`config.mk`:
```
export PLATFORM = sky130hd
export DESIGN_NAME = hazard_ctrl
export DESIGN_NICKNAME = d
export VERILOG_FILES = /design/src/rtl/hazard_ctrl.sv
export SDC_FILE = /design/constraint.sdc
export NUM_CORES = 1
export LEC_CHECK = 0
export CORE_AREA = 2 2 79 81
export DETAILED_ROUTE_END_ITERATION = 10
export DIE_AREA = 0 0 81 83
export PLACE_DENSITY = 0.95
export SLEW_MARGIN = 20
export SYNTH_ARGS = -nofsm -noshare
export SYNTH_HDL_FRONTEND = slang
export SYNTH_SLANG_ARGS = --single-unit
```
`constraint.sdc`:
```
create_clock -name clk -period 4.2 [get_ports clk]
set_input_delay 0.42 -clock clk [delete_from_list [all_inputs] [get_ports clk]]
set_output_delay 0.42 -clock clk [all_outputs]
set_load 0.03 [all_outputs]
```
`src/rtl/hazard_ctrl.sv`:
```
// Pipeline hazard controller: stall/flush/redirect decisions, operand forwarding and perf counters.
// Define HAZARD_CTRL_FORWARD_EN for the forwarding build (load-use stalls only).
module hazard_ctrl (
    input  logic        clk,
    input  logic        rst_n,
    input  logic [4:0]  id_rs,
    input  logic [4:0]  id_rt,
    input  logic        id_uses_rt,
    input  logic [4:0]  ex_rs,
    input  logic [4:0]  ex_rt,
    input  logic        ex_memread,
    input  logic        ex_regwrite,
    input  logic [4:0]  ex_dst,
    input  logic        mem_regwrite,
    input  logic [4:0]  mem_dst,
    input  logic        wb_regwrite,
    input  logic [4:0]  wb_dst,
    input  logic        mem_redirect,
    output logic        pc_we,
    output logic        buf1_we,
    output logic        buf1_flush,
    output logic        buf2_flush,
    output logic        buf3_flush,
    output logic [1:0]  fwd_a,
    output logic [1:0]  fwd_b,
    output logic [15:0] stall_cycles,
    output logic [15:0] stall_events,
    output logic [15:0] redirects
);

    typedef enum logic {RUN, STALL} state_t;

    state_t      r_state;
    logic [15:0] r_stall_cycles;
    logic [15:0] r_stall_events;
    logic [15:0] r_redirects;

    logic        w_hazard;
    logic        w_stall;
    logic        w_redirect;
    logic [1:0]  w_fwd_a;
    logic [1:0]  w_fwd_b;

    // Register 0 is hardwired, so it never produces a dependency.
    function automatic logic dep(input logic [4:0] src, input logic [4:0] dst, input logic we);
        return we && (dst != 5'd0) && (src == dst);
    endfunction

    function automatic logic [15:0] sat_inc(input logic [15:0] val);
        return (val == 16'hFFFF) ? val : val + 16'd1;
    endfunction

`ifdef HAZARD_CTRL_FORWARD_EN
    function automatic logic hz_src(input logic [4:0] src);
        return dep(src, ex_dst, ex_regwrite && ex_memread);
    endfunction

    // MEM result is younger than WB, so it takes priority.
    function automatic logic [1:0] fwd_sel(input logic [4:0] src);
        if (dep(src, mem_dst, mem_regwrite))
            return 2'b10;
        else if (dep(src, wb_dst, wb_regwrite))
            return 2'b01;
        else
            return 2'b00;
    endfunction

    assign w_fwd_a = fwd_sel(ex_rs);
    assign w_fwd_b = fwd_sel(ex_rt);
`else
    // Without forwarding the consumer waits until the producer leaves WB.
    function automatic logic hz_src(input logic [4:0] src);
        return dep(src, ex_dst, ex_regwrite) || dep(src, mem_dst, mem_regwrite) ||
               dep(src, wb_dst, wb_regwrite);
    endfunction

    logic w_unused_nofwd;
    assign w_unused_nofwd = ^{ex_rs, ex_rt, ex_memread};
    assign w_fwd_a = 2'b00;
    assign w_fwd_b = 2'b00;
`endif

    assign w_hazard   = hz_src(id_rs) || (id_uses_rt && hz_src(id_rt));
    assign w_redirect = mem_redirect;
    assign w_stall    = w_hazard && !mem_redirect;

    always_comb begin
        pc_we      = 1'b1;
        buf1_we    = 1'b1;
        buf1_flush = 1'b0;
        buf2_flush = 1'b0;
        buf3_flush = 1'b0;
        fwd_a      = w_fwd_a;
        fwd_b      = w_fwd_b;
        if (!rst_n) begin
            pc_we      = 1'b0;
            buf1_we    = 1'b0;
            buf1_flush = 1'b1;
            buf2_flush = 1'b1;
            buf3_flush = 1'b1;
            fwd_a      = 2'b00;
            fwd_b      = 2'b00;
        end else if (w_redirect) begin
            buf1_flush = 1'b1;
            buf2_flush = 1'b1;
            buf3_flush = 1'b1;
        end else if (w_stall) begin
            // Hold PC/Buf1 and inject a bubble into EX.
            pc_we      = 1'b0;
            buf1_we    = 1'b0;
            buf2_flush = 1'b1;
        end
    end

    always_ff @(posedge clk) begin
        if (!rst_n) begin
            r_state        <= RUN;
            r_stall_cycles <= 16'd0;
            r_stall_events <= 16'd0;
            r_redirects    <= 16'd0;
        end else begin
            r_state <= w_stall ? STALL : RUN;
            if (w_stall)
                r_stall_cycles <= sat_inc(r_stall_cycles);
            if (w_stall && (r_state == RUN))
                r_stall_events <= sat_inc(r_stall_events);
            if (w_redirect)
                r_redirects <= sat_inc(r_redirects);
        end
    end

    assign stall_cycles = r_stall_cycles;
    assign stall_events = r_stall_events;
    assign redirects    = r_redirects;

endmodule
```
==> results.cfg <==
[outcome]
status = finished clean

[final_layout]
diodes = 0
nets = 467
syn2layout_area_growth_pct = 35.8
stdcell_area_mm2 = 0.00383
drive_gt1_share_pct = 4.03

[clock_tree]
cts.sinks = 49
cts_tree = done
clkLatencyLatePin_ps = 300
ctsResizeCount = 0
clk_pin_slew_ps = 90
numCtsBuffers = 5
holdBufCountCts = 0
post_cts_buffers = 0
htreeDepth = 2
cts_root_buf = clkbuf_8
clockBufferDepth = 2

[timing]
tightest_slew_ps = 821
layout_worst_path_cycle_share_pct = 87.7
rsz0062_at_grt = false
whs_ps = 496
slew_violations = 0
max_freq_mhz = 272
finalClockSkew_ps = 7.13
setup_viol = 0
fin_ws_ps = 517
post-route-min-period_ps = 3680
slew_headroom_pct = 44.4
setup_tns_ps = 0
finalHoldViolations = 0

[drt]
drc_errors = 0
drt_wl_total_um = 6960
vias = 2711
wire_per_inst_um = 14.0
drt_iter0_drc = 104
viasPerCell = 5.45
drt-pass1-iter-count = 4
ant_nets = 0

[setup_path]
worstPathArrival_ps = 3260
r2r-start = redirects[2]
r2r_end = redirects[10]
path_cells = clkdlybuf4s50_1 > or4_1 > o21ai_1 > nor4_1 > o31ai_4 > a21oi_1 > nor2_1 > clkdlybuf4s50_1
timing.critical_path.mode_cell = clkdlybuf4s50_1
required_ps = 3780
ff2ff_path_depth = 6
crit_fanout = 9
end_kind = primary output
critical-path-max-stage-delay_ps = 720
start_kind = input pin
ff2ff_setup_slack_ps = 2000
critPathSlowestCell = clkdlybuf4s50_1
crit_type = in -> out

[grt]
grt_util_met2_pct = 39.1
grt_max_degree = 33
use_met1_pct = 23.4
grt_use_met3_pct = 5.65
grt-ovfl-total = 0
busiest_layer = met2
grt_pass1_vias = 2711
grtUsageTotal_pct = 21.8
grt_first_pass_wirelength_um = 11800
grt_antenna_before_repair = 0

[logic_synthesis]
ys_seq_area_share_pct = 34.8
synth_area_per_cell_um2 = 8.34
ys_types = 36
synth-edff-count = 0
synthArstFlopShare_pct = 0
yosysWarningCount = 0
ys.flop_type = dfxtp_1
ys_ff_latch = 49
syn-instance-count = 338
syn_area_mm2 = 0.00282

[floorplan]
io_pins = 100
die_h_um = 83
die_area_mm2 = 0.00672
die_w_um = 81
rows = 28
start_util_pct = 48.5
core_area_mm2 = 0.00582

[power]
power.switching_fraction_pct = 24.6
p_switching_uw = 237
power_density_mw_per_mm2 = 252
p_seq_share_pct = 48.9
pwr-share-clk_pct = 36.6
p_comb_share_pct = 14.4
power.total_uw = 963
leakage_uw = 0.00137
vdd_drop_max_uv = 142
intPower_uw = 727

[min_path]
worstHoldStart = stall_cycles[12]
hold_depth = 2
hp-class = reg -> reg
holdPathEnd = stall_cycles[12]

[placement]
place_area_mm2 = 0.00371
dp_hpwl_um = 5440
post-place-ws_ps = 515
portBuffers = 84
gp_congestion = 0.876

[flow_run]
maxCapViolations = 0
placed cells by master, fill, tap and decap left out, types with 4 or more instances in the layout:
master           Yosys  final
nand3b_1             4      4
mux2i_1             18     18
nand4_1             17     17
clkdlybuf4s50_1      0     84
clkbuf_8             0      6
nand2_1             42     42
dfxtp_1             49     49
and4_1               5      5
xor2_1              19     19
conb_1               1      4
nand3_1             15     15
nor4_1               6      6
and3_1               6      6
a21oi_1             15     15
xnor2_1             34     34
o21ai_0              4      4
a211oi_1             6      6
nand2b_1            16     16
nor2_1              37     37
buf_4                8      4
per-stage QoR:
stage | util [%] | std cells
after floorplan | - | 341
after global placement | 63.8 | 489
after detailed placement | 63.8 | 489
after CTS | 65.8 | 497
after global routing | 65.8 | 497
final | 65.8 | 497
worst max-delay path by stage:
| stage | startpoint | to | slack (ps) |
|---|---|---|---|
| detailed placement | mem_dst[1] | buf1_we | 510 |
| CTS | mem_dst[1] | buf1_we | 510 |
| finish | mem_dst[1] | buf1_we | 520 |
| global placement | mem_dst[1] | buf1_we | 640 |
| floorplan | mem_dst[1] | pc_we | 1290 |
| global route | mem_dst[1] | buf1_we | 360 |
power by group through the flow:
stage | Combinational, µW | Clock (µW) | Sequential, µW
floorplan | 72.4 | 0 | 488
global placement | 133 | 0 | 482
detailed placement | 139 | 0 | 482
CTS | 139 | 363 | 471
global route | 150 | 380 | 472
finish | 139 | 353 | 471
final cells by class:
cell class | instances | area, µm²
Clock buffer | 6 | 82.6
Multi-Input combinational cell | 275 | 1760
Tap cell | 75 | 93.8
Clock inverter | 2 | 37.5
Timing Repair Buffer | 88 | 871
Sequential cell | 49 | 981
Fill cell | 484 | 1990
Inverter | 2 | 7.51
metal layers:
metal  wire length, µm  vias to the layer above
li1                  -                     1332
met1              2760                     1247
met2              3510                      116
met3               528                       16
met4               168                        0
met5                 0                        -
sequential cells by signal, summed over array words and instances (netlist names):
| signal | flops |
|---|---|
| stall_cycles | 16 |
| r_state | 1 |
| redirects | 16 |
| stall_events | 16 |
worst max-delay path: cells and delay by family:
kind            cells  cell delay, ps
compound gates      3             770
buf+inv             2            1190
simple gates        3             880
synth_stat cells (3+ instances only):
cell type	n	share of area, %
nand2_1	42	5.6
a211oi_1	6	1.6
or4_1	3	0.80
buf_4	8	2.1
nand4_1	17	3.8
or3_1	3	0.67
nor4_1	6	1.3
mux2i_1	18	6.4
nand3_1	15	2.7
and4_1	5	1.6
nand2b_1	16	3.6
xor2_1	19	5.9
xnor2_1	34	11
dfxtp_1	49	35
o21ai_0	4	0.71
and3_1	6	1.3
ha_1	3	1.3
nor2_1	37	4.9
nor3_1	3	0.53
nand3b_1	4	1.1
clkbuf_1	7	0.93
a21oi_1	15	2.7
cells by family after synthesis:
kind of cell             count (synthesis)  share of synthesized area (%)
AO/OA/AOI/OAI                           35                           8.39
XOR/XNOR                                53                           16.5
adder cells (fa/ha/maj)                  3                           1.33
buffers and inverters                   17                           3.33
flip-flops                              49                           34.8
multiplexers                            18                           6.39
other                                    1                          0.133
AND/OR/NAND/NOR                        162                           29.2
Note: power is estimated with default switching activity, not from simulation.
